`src/rtl/id_ex_if.sv`:
```
// id_ex_if: decode-side inputs and EX-side outputs of the ID/EX pipeline register
interface id_ex_if #(parameter int DATA_W = 32, parameter int REG_W = 5, parameter int CNT_W = 16);
  logic id_valid;
  logic [1:0] id_ALUop;
  logic id_RegWrite, id_MemRead, id_MemWrite, id_Mem2Reg, id_isjump, id_usesRt;
  logic [DATA_W-1:0] id_pc, id_rd1, id_rd2, id_imm;
  logic [REG_W-1:0] id_rs, id_rt, id_wreg;
  logic flush, hold, stall;
  logic ex_valid;
  logic [1:0] ex_ALUop;
  logic ex_RegWrite, ex_MemRead, ex_MemWrite, ex_Mem2Reg, ex_isjump;
  logic [DATA_W-1:0] ex_pc, ex_rd1, ex_rd2, ex_imm;
  logic [REG_W-1:0] ex_rs, ex_rt, ex_wreg;
  logic [CNT_W-1:0] bubble_count;
  modport master (
    output id_valid, id_ALUop, id_RegWrite, id_MemRead, id_MemWrite, id_Mem2Reg, id_isjump, id_usesRt,
    output id_pc, id_rd1, id_rd2, id_imm, id_rs, id_rt, id_wreg, flush, hold,
    input stall, ex_valid, ex_ALUop, ex_RegWrite, ex_MemRead, ex_MemWrite, ex_Mem2Reg, ex_isjump,
    input ex_pc, ex_rd1, ex_rd2, ex_imm, ex_rs, ex_rt, ex_wreg, bubble_count
  );
  modport slave (
    input id_valid, id_ALUop, id_RegWrite, id_MemRead, id_MemWrite, id_Mem2Reg, id_isjump, id_usesRt,
    input id_pc, id_rd1, id_rd2, id_imm, id_rs, id_rt, id_wreg, flush, hold,
    output stall, ex_valid, ex_ALUop, ex_RegWrite, ex_MemRead, ex_MemWrite, ex_Mem2Reg, ex_isjump,
    output ex_pc, ex_rd1, ex_rd2, ex_imm, ex_rs, ex_rt, ex_wreg, bubble_count
  );
endinterface

```
`src/rtl/id_ex_stage.sv`:
```
// id_ex_stage: ID/EX pipeline register with load-use stall, bubble insertion and saturating bubble counter
module id_ex_stage #(parameter int DATA_W = 32, parameter int REG_W = 5, parameter int CNT_W = 16) (
  input logic clk,
  input logic reset,
  id_ex_if.slave p
);
  typedef struct packed {
    logic valid;
    logic [1:0] alu_op;
    logic reg_write, mem_read, mem_write, mem2reg, isjump;
    logic [DATA_W-1:0] pc, rd1, rd2, imm;
    logic [REG_W-1:0] rs, rt, wreg;
  } ex_t;
  function automatic ex_t kill(input ex_t e);
    kill = e;
    kill.valid = 1'b0;
    kill.alu_op = 2'b0;
    kill.reg_write = 1'b0;
    kill.mem_read = 1'b0;
    kill.mem_write = 1'b0;
    kill.mem2reg = 1'b0;
    kill.isjump = 1'b0;
  endfunction
  ex_t ex_q, ex_d, id_w;
  logic [CNT_W-1:0] cnt_q, cnt_d;
  logic load_use;
  always_comb begin
    id_w = '{valid: p.id_valid, alu_op: p.id_ALUop, reg_write: p.id_RegWrite, mem_read: p.id_MemRead,
             mem_write: p.id_MemWrite, mem2reg: p.id_Mem2Reg, isjump: p.id_isjump, pc: p.id_pc,
             rd1: p.id_rd1, rd2: p.id_rd2, imm: p.id_imm, rs: p.id_rs, rt: p.id_rt, wreg: p.id_wreg};
    load_use = p.id_valid & ex_q.valid & ex_q.mem_read & (ex_q.wreg != '0) &
               ((ex_q.wreg == p.id_rs) | (p.id_usesRt & (ex_q.wreg == p.id_rt)));
    ex_d = (p.flush | (~p.hold & load_use)) ? kill(ex_q) : p.hold ? ex_q : p.id_valid ? id_w : kill(id_w);
    cnt_d = (~p.flush & ~p.hold & load_use & ~&cnt_q) ? cnt_q + 1'b1 : cnt_q;
  end
  always_ff @(posedge clk) begin
    if (reset) begin
      ex_q <= '0;
      cnt_q <= '0;
    end else begin
      ex_q <= ex_d;
      cnt_q <= cnt_d;
    end
  end
  assign p.stall = load_use & ~p.flush & ~reset;
  assign p.ex_valid = ex_q.valid;
  assign p.ex_ALUop = ex_q.alu_op;
  assign p.ex_RegWrite = ex_q.reg_write;
  assign p.ex_MemRead = ex_q.mem_read;
  assign p.ex_MemWrite = ex_q.mem_write;
  assign p.ex_Mem2Reg = ex_q.mem2reg;
  assign p.ex_isjump = ex_q.isjump;
  assign p.ex_pc = ex_q.pc;
  assign p.ex_rd1 = ex_q.rd1;
  assign p.ex_rd2 = ex_q.rd2;
  assign p.ex_imm = ex_q.imm;
  assign p.ex_rs = ex_q.rs;
  assign p.ex_rt = ex_q.rt;
  assign p.ex_wreg = ex_q.wreg;
  assign p.bubble_count = cnt_q;
endmodule

```
`src/flat_wrapper.sv`:
```
// flat-port wrapper written by rule: the top's interface ports become plain ports
module id_ex_stage_flat 
#(parameter int DATA_W = 32, parameter int REG_W = 5, parameter int CNT_W = 16)
  (clk, reset, p_id_valid, p_id_ALUop, p_id_RegWrite, p_id_MemRead, p_id_MemWrite, p_id_Mem2Reg, p_id_isjump, p_id_usesRt, p_id_pc, p_id_rd1, p_id_rd2, p_id_imm, p_id_rs, p_id_rt, p_id_wreg, p_flush, p_hold, p_stall, p_ex_valid, p_ex_ALUop, p_ex_RegWrite, p_ex_MemRead, p_ex_MemWrite, p_ex_Mem2Reg, p_ex_isjump, p_ex_pc, p_ex_rd1, p_ex_rd2, p_ex_imm, p_ex_rs, p_ex_rt, p_ex_wreg, p_bubble_count);
  id_ex_if #(.DATA_W(DATA_W), .REG_W(REG_W), .CNT_W(CNT_W)) p_i ();
  input logic clk;
  input logic reset;
  input wire logic [$bits(p_i.id_valid)-1:0] p_id_valid;
  input wire logic [$bits(p_i.id_ALUop)-1:0] p_id_ALUop;
  input wire logic [$bits(p_i.id_RegWrite)-1:0] p_id_RegWrite;
  input wire logic [$bits(p_i.id_MemRead)-1:0] p_id_MemRead;
  input wire logic [$bits(p_i.id_MemWrite)-1:0] p_id_MemWrite;
  input wire logic [$bits(p_i.id_Mem2Reg)-1:0] p_id_Mem2Reg;
  input wire logic [$bits(p_i.id_isjump)-1:0] p_id_isjump;
  input wire logic [$bits(p_i.id_usesRt)-1:0] p_id_usesRt;
  input wire logic [$bits(p_i.id_pc)-1:0] p_id_pc;
  input wire logic [$bits(p_i.id_rd1)-1:0] p_id_rd1;
  input wire logic [$bits(p_i.id_rd2)-1:0] p_id_rd2;
  input wire logic [$bits(p_i.id_imm)-1:0] p_id_imm;
  input wire logic [$bits(p_i.id_rs)-1:0] p_id_rs;
  input wire logic [$bits(p_i.id_rt)-1:0] p_id_rt;
  input wire logic [$bits(p_i.id_wreg)-1:0] p_id_wreg;
  input wire logic [$bits(p_i.flush)-1:0] p_flush;
  input wire logic [$bits(p_i.hold)-1:0] p_hold;
  output wire logic [$bits(p_i.stall)-1:0] p_stall;
  output wire logic [$bits(p_i.ex_valid)-1:0] p_ex_valid;
  output wire logic [$bits(p_i.ex_ALUop)-1:0] p_ex_ALUop;
  output wire logic [$bits(p_i.ex_RegWrite)-1:0] p_ex_RegWrite;
  output wire logic [$bits(p_i.ex_MemRead)-1:0] p_ex_MemRead;
  output wire logic [$bits(p_i.ex_MemWrite)-1:0] p_ex_MemWrite;
  output wire logic [$bits(p_i.ex_Mem2Reg)-1:0] p_ex_Mem2Reg;
  output wire logic [$bits(p_i.ex_isjump)-1:0] p_ex_isjump;
  output wire logic [$bits(p_i.ex_pc)-1:0] p_ex_pc;
  output wire logic [$bits(p_i.ex_rd1)-1:0] p_ex_rd1;
  output wire logic [$bits(p_i.ex_rd2)-1:0] p_ex_rd2;
  output wire logic [$bits(p_i.ex_imm)-1:0] p_ex_imm;
  output wire logic [$bits(p_i.ex_rs)-1:0] p_ex_rs;
  output wire logic [$bits(p_i.ex_rt)-1:0] p_ex_rt;
  output wire logic [$bits(p_i.ex_wreg)-1:0] p_ex_wreg;
  output wire logic [$bits(p_i.bubble_count)-1:0] p_bubble_count;
  assign p_i.id_valid = p_id_valid;
  assign p_i.id_ALUop = p_id_ALUop;
  assign p_i.id_RegWrite = p_id_RegWrite;
  assign p_i.id_MemRead = p_id_MemRead;
  assign p_i.id_MemWrite = p_id_MemWrite;
  assign p_i.id_Mem2Reg = p_id_Mem2Reg;
  assign p_i.id_isjump = p_id_isjump;
  assign p_i.id_usesRt = p_id_usesRt;
  assign p_i.id_pc = p_id_pc;
  assign p_i.id_rd1 = p_id_rd1;
  assign p_i.id_rd2 = p_id_rd2;
  assign p_i.id_imm = p_id_imm;
  assign p_i.id_rs = p_id_rs;
  assign p_i.id_rt = p_id_rt;
  assign p_i.id_wreg = p_id_wreg;
  assign p_i.flush = p_flush;
  assign p_i.hold = p_hold;
  assign p_stall = p_i.stall;
  assign p_ex_valid = p_i.ex_valid;
  assign p_ex_ALUop = p_i.ex_ALUop;
  assign p_ex_RegWrite = p_i.ex_RegWrite;
  assign p_ex_MemRead = p_i.ex_MemRead;
  assign p_ex_MemWrite = p_i.ex_MemWrite;
  assign p_ex_Mem2Reg = p_i.ex_Mem2Reg;
  assign p_ex_isjump = p_i.ex_isjump;
  assign p_ex_pc = p_i.ex_pc;
  assign p_ex_rd1 = p_i.ex_rd1;
  assign p_ex_rd2 = p_i.ex_rd2;
  assign p_ex_imm = p_i.ex_imm;
  assign p_ex_rs = p_i.ex_rs;
  assign p_ex_rt = p_i.ex_rt;
  assign p_ex_wreg = p_i.ex_wreg;
  assign p_bubble_count = p_i.bubble_count;
  id_ex_stage #(.DATA_W(DATA_W), .REG_W(REG_W), .CNT_W(CNT_W)) u_core (.clk(clk), .reset(reset), .p(p_i));
endmodule
```
`config.mk`:
```
export PLATFORM = sky130hd
export DESIGN_NAME = id_ex_stage_flat
export DESIGN_NICKNAME = d
export VERILOG_FILES = /design/src/rtl/id_ex_if.sv /design/src/rtl/id_ex_stage.sv /design/src/flat_wrapper.sv
export SDC_FILE = /design/constraint.sdc
export NUM_CORES = 1
export LEC_CHECK = 0
export CAP_MARGIN = 10
export CORE_ASPECT_RATIO = 0.75
export CORE_MARGIN = 2
export CORE_UTILIZATION = 25
export CTS_CLUSTER_SIZE = 10
export DETAILED_ROUTE_END_ITERATION = 10
export MAX_ROUTING_LAYER = met4
export PLACE_DENSITY = 0.53
export REMOVE_ABC_BUFFERS = 1
export SETUP_SLACK_MARGIN = 0.4
export SKIP_CTS_REPAIR_TIMING = 1
export SKIP_LAST_GASP = 1
export SLEW_MARGIN = 10
export SYNTH_ARGS = -nofsm -noshare
export SYNTH_HDL_FRONTEND = slang
export SYNTH_SLANG_ARGS = --single-unit
```
`constraint.sdc`:
```
create_clock -name clk -period 5.15 [get_ports clk]
set_input_delay 0.515 -clock clk [delete_from_list [all_inputs] [get_ports clk]]
set_output_delay 0.515 -clock clk [all_outputs]
set_load 0.02 [all_outputs]
```
# After elaboration in Yosys (flattened, before gate mapping)

Index checks and enable logic that the tools add are counted.

$add $sub $neg: 1
Equality and inequality tests: 2
Multiplexer cells: 1
Bitwise operators: 17
Reductions and logical operators: 5

Operator list:

| operator                                                        | count |
|---|---|
| 151-bit 2-to-1 mux                                              | 1 |
| 16-bit by 1-bit adder with 16-bit output, second input constant | 1 |
| 16-bit AND reduction                                            | 1 |
| 1-bit AND                                                       | 11 |
| 5-bit == test                                                   | 2 |
| 5-bit nonzero test                                              | 1 |
| 1-bit NOT                                                       | 4 |
| 1-bit OR                                                        | 2 |
| 2-bit AND reduction                                             | 1 |
| 2-bit OR reduction                                              | 1 |
| 1-bit zero test                                                 | 1 |

Register bits after elaboration: 167
Input port bits: 156
Output and inout port bits: 168

# Logic depth before layout (Yosys ltp)

Depth in word-level cells: 8
Depth in mapped cells: 9
Gate-level depth less buffers: 6

# Worst setup path before layout

Ideal clock, no wire load.

Path kind: register -> output
Start point: register u_core.ex_q, in the netlist u_core.p.ex_wreg[0]
End point: output port p_stall
Arrival time: 2016 ps
Data required time: 4635 ps
Slack: 2619 ps
Cell stages (with the launch flop): 8
Buffers on the path: 2
Cells stage by stage: dfxtp_1 clkbuf_1 xnor2_1 nand3_1 o22ai_1 buf_2 nand2_1 nor3_1

Cells in the longest elaborated chain, start to end: 6

Ends and longest elaborated chain:

| what                      | RTL line           | RTL |
|---|---|---|
| start: declaration        | id_ex_stage.sv:24  | `ex_t ex_q, ex_d, id_w;` |
| start signal: assignment  | id_ex_stage.sv:38  | `ex_q <= '0;` |
| start signal: assignment  | id_ex_stage.sv:41  | `ex_q <= ex_d;` |
| 5-bit == test             | id_ex_stage.sv:32  | `((ex_q.wreg == p.id_rs) \| (p.id_usesRt & (ex_q.wreg == p.id_rt)));` |
| 1-bit AND                 | id_ex_stage.sv:32  |  |
| 1-bit OR                  | id_ex_stage.sv:32  |  |
| 1-bit AND *               | id_ex_stage.sv:31  | `load_use = p.id_valid & ex_q.valid & ex_q.mem_read & (ex_q.wreg != '0) &` |
| 1-bit AND * (2 in series) | id_ex_stage.sv:45  | `assign p.stall = load_use & ~p.flush & ~reset;` |
| end: declaration          | flat_wrapper.sv:25 | `output wire logic [$bits(p_i.stall)-1:0] p_stall;` |

Every way passes the cells marked *; elsewhere a longest branch is shown, timed or not.

# Worst setup path in the final report

Ends and elaborated chain as after synthesis.

==> run summary <==
* standard cell area after detailed placement: 13320 um^2
* result of the run: complete, no violations
* number of standard cells in the layout, taps in and fillers out: 1897
* Final Core Density: 36.19%
* synthesized cell area: 9831 um^2
* total power per unit cell area: 263.3 nW/um^2
* number of nets with antenna violations after detailed routing: 0
* Logic pwr share: 21.4%
* RSZ-0062 raised after global routing: false
* largest net degree at the start of global routing: 151
* Multi-input gate area: 5888 um^2
* cell type with the largest total area after synthesis: sky130_fd_sc_hd__dfxtp_1
* number of buffers inserted during clock tree synthesis: 17
* tightest slew margin relative to the limit: 34.81%
* vias in the first global route: 9308
* synthesized area per cell: 8.548 um^2
* wire length of the first global-routing pass: 52.65 mm
* cell at the root of the clock tree: sky130_fd_sc_hd__clkbuf_16
* Worst Reg2Reg Path Length in Cells: 7
* internal power: 2.620 mW
* aggregate routed wire length: 34.04 mm
* via count: 9858
* share of the yosys chip area belonging to registers: 34.01%
* number of input and output port buffers inserted: 323
* signal arrival time at the worst endpoint: 2.55 ns
* Setup WS pre-CTS: 1.662 ns
* gpl congestion: 0.7486
* die area: 40940 um^2
* maximum fanout encountered on the critical timing path: 7
* total of endpoints with negative setup slack in the final report: 0
* critical path class: reg -> out
* worst setup path startpoint: u_core.p.ex_wreg[0]
* Tmin final: 3.069 ns
* final worst path period share: 59.59%
* capturing element type of the critical path: output port
* number of enable flip-flop cells after synthesis: 0
* required time at the endpoint of the critical path: 4.64 ns
* CTS tree: built
* Final Hold Violating Endpoints: 0
* initial core utilization: 25.50%
* number of instances in the synthesized netlist: 1150
* remaining design rule violation count: 0
* switching power summed over all nets: 1.054 mW
* register share of total power: 40.0%
* via density per instance: 5.197
* Clk pwr share: 38.6%
* Sink Count: 167
* leakage power figure: 6.087 nW
* Tightest Pin Transition: 0.9779 ns
* worst-case clock buffer depth: 2
* nets@finish: 1529
* kind of start point of the critical path: flop
* half-perimeter wire length after placement: 20.82 mm
* worst reg2reg path startpoint: u_core.p.ex_wreg[0]
* most common library cells after synthesis: 280 x sky130_fd_sc_hd__and3_1, 167 x sky130_fd_sc_hd__dfxtp_1, 153 x sky130_fd_sc_hd__nand2_1
* flip-flop and latch count after synthesis: 167
* number of design-rule violations left by the first detailed-router iteration: 584
* VDD IR max: 0.1866 mV
* post-route design area: 13950 um^2
* clock slew at reported path FFs: 0.07 ns
* area taken by flip-flops and latches: 3343 um^2
* DP Cell Count: 1865
* Area growth syn-to-layout: 41.94%
* portion of synthesized cell area occupied by the leading cell type: 34.01%
* endpoint of the worst register-to-register path: u_core.p.ex_imm[30]
* dominant cell by count in the synthesized netlist: sky130_fd_sc_hd__and3_1
* number of search-and-repair iterations in the first detailed-routing pass: 5
* worst path setup slack after routing: 2.081 ns
* Clk Latency, worst-skew pair: 0.44 ns
* number of antenna violations at the first check in global routing: 2
* GRT Resource Usage Total: 16.46%
* Max-cap violations: 0
* CTS H-Tree Depth: 4
* Sw Ratio: 28.68%
* count of unique library cells instantiated by Yosys: 45
* worst setup path endpoint: p_stall
* count of pins on the block boundary: 324
* Synth warnings: 0
* layout cell share with drive strength beyond 1: 4.628%
* fraction of synthesis flops using an asynchronous set or reset pin: 0%
* Final Skew: 0.01442 ns
* area of the core: 38550 um^2
* worst min-delay path category: reg -> reg
* r2r setup slk: 2.21 ns
* Filler Cell Count: 3908
* Vert. Die Dim: 175.7 um
* Die Width: 233.0 um
* remaining global-route overflow: 0
* Routed WL per cell: 17.95 um
* Slew Viols, Final: 0
* main area contributors after synthesis: sky130_fd_sc_hd__dfxtp_1 34%, sky130_fd_sc_hd__and3_1 18%, sky130_fd_sc_hd__mux2i_1 14%
* Fmax achieved: 325.8 MHz
* Core Rows: 62
* dominant synthesized flop cell: sky130_fd_sc_hd__dfxtp_1
[cells in the final DEF (no fill, tap or decap), types with 3 or more instances in the layout]
master / instances
sky130_fd_sc_hd__nor4_1: 7
sky130_fd_sc_hd__mux2_2: 3
sky130_fd_sc_hd__a32oi_1: 143
sky130_fd_sc_hd__and3_1: 280
sky130_fd_sc_hd__mux2i_1: 139
sky130_fd_sc_hd__a21oi_1: 3
sky130_fd_sc_hd__nor2b_1: 9
sky130_fd_sc_hd__nand4_1: 5
sky130_fd_sc_hd__nor3_1: 5
sky130_fd_sc_hd__bufinv_16: 4
sky130_fd_sc_hd__xnor2_1: 10
sky130_fd_sc_hd__nor2_1: 22
sky130_fd_sc_hd__buf_4: 10
sky130_fd_sc_hd__o31ai_1: 3
sky130_fd_sc_hd__nand3_1: 14
sky130_fd_sc_hd__mux2_1: 6
sky130_fd_sc_hd__clkbuf_16: 17
sky130_fd_sc_hd__dfxtp_1: 167
sky130_fd_sc_hd__clkdlybuf4s50_1: 323
sky130_fd_sc_hd__nand2_1: 153
sky130_fd_sc_hd__buf_12: 6
sky130_fd_sc_hd__and4_1: 3
sky130_fd_sc_hd__inv_1: 3
sky130_fd_sc_hd__or4_1: 3
sky130_fd_sc_hd__o211ai_1: 5
sky130_fd_sc_hd__a22oi_1: 7
sky130_fd_sc_hd__and3_4: 4
[metal layers]
| metal | vias to the layer above | wire, um | track usage (%) |
|---|---|---|---|
| met1 | 4813 | 16100 | 21.78 |
| met3 | 24 | 2272 | 5.081 |
| met2 | 231 | 15350 | 24.62 |
| met4 | 0 | 316 | 3.424 |
| li1 | 4790 | - | - |
| met5 | - | 0 | - |
[state kept, by name (all words and copies together), names as in the netlist, 2 cells and up]
| name | cells |
|---|---|
| u_core.p.ex_pc | 32 |
| u_core.p.bubble_count | 16 |
| u_core.p.ex_rd2 | 32 |
| u_core.p.ex_imm | 32 |
| u_core.p.ex_wreg | 5 |
| u_core.p.ex_ALUop | 2 |
| u_core.p.ex_rs | 5 |
| u_core.p.ex_rd1 | 32 |
| u_core.p.ex_rt | 5 |
[metrics by stage]
step	power, mW	hold slack (ns)	setup TNS, ns
6_report	3.674	0.5106	0
5_1_grt	3.853	0.5366	0
4_1_cts	3.748	0.5121	0
3_3_place_gp	2.280	0.4853	0
2_1_floorplan	1.914	0.5652	-897.24
3_5_place_dp	2.288	0.4951	0
[cells by family (layout without fill, tap and decap cells)]
kind of cell    count (synthesis)  count (layout)  synth area share (%)
buf+inv                       140             373                 6.529
flops                         167             167                 34.01
fa+ha+maj                       1               1                0.1273
compound gates                173             173                 15.01
xor+xnor                       10              10                0.8909
mux                           148             148                 15.18
simple gates                  511             511                 28.26
other cells                     0               2                     0
[worst min-delay path by stage]
stage                                     endpoint                      from  cells past startpoint
after floorplan           u_core.p.bubble_count[3]  u_core.p.bubble_count[3]                      2
after global placement         u_core.p.ex_imm[18]       u_core.p.ex_imm[18]                      2
after detailed placement        u_core.p.ex_rd1[5]        u_core.p.ex_rd1[5]                      2
after CTS                       u_core.p.ex_rd1[5]        u_core.p.ex_rd1[5]                      2
after global routing             u_core.p.ex_pc[3]         u_core.p.ex_pc[3]                      2
final                           u_core.p.ex_rd1[5]        u_core.p.ex_rd1[5]                      2
[area by class of cell]
class	count	area share (%)
diodes	2	0.03587
clock buffers	19	3.246
clock inverters	11	1.237
inverters	4	0.1614
multi-input cells	843	42.20
flip-flops and latches	167	23.96
well taps	512	4.591
repair buffers	339	24.57
[worst max-delay path, stage by stage (launching register included)]
cell	delay (ns)
sky130_fd_sc_hd__dfxtp_1	0.56
sky130_fd_sc_hd__xnor2_1	0.17
sky130_fd_sc_hd__nand3_1	0.15
sky130_fd_sc_hd__o22ai_4	0.25
sky130_fd_sc_hd__nand2_1	0.17
sky130_fd_sc_hd__nor3_1	0.16
sky130_fd_sc_hd__clkdlybuf4s50_1	0.64
[power groups by stage]
| stage | Clock (mW) | Sequential [mW] | Combinational [mW] |
|---|---|---|---|
| after CTS | 1.48 | 1.47 | 0.794 |
| after global routing | 1.53 | 1.48 | 0.840 |
| after detailed placement | 0 | 1.50 | 0.790 |
| after floorplan | 0 | 1.61 | 0.308 |
| final | 1.42 | 1.47 | 0.787 |
| after global placement | 0 | 1.49 | 0.787 |
Power figures use the tool's default switching activity.
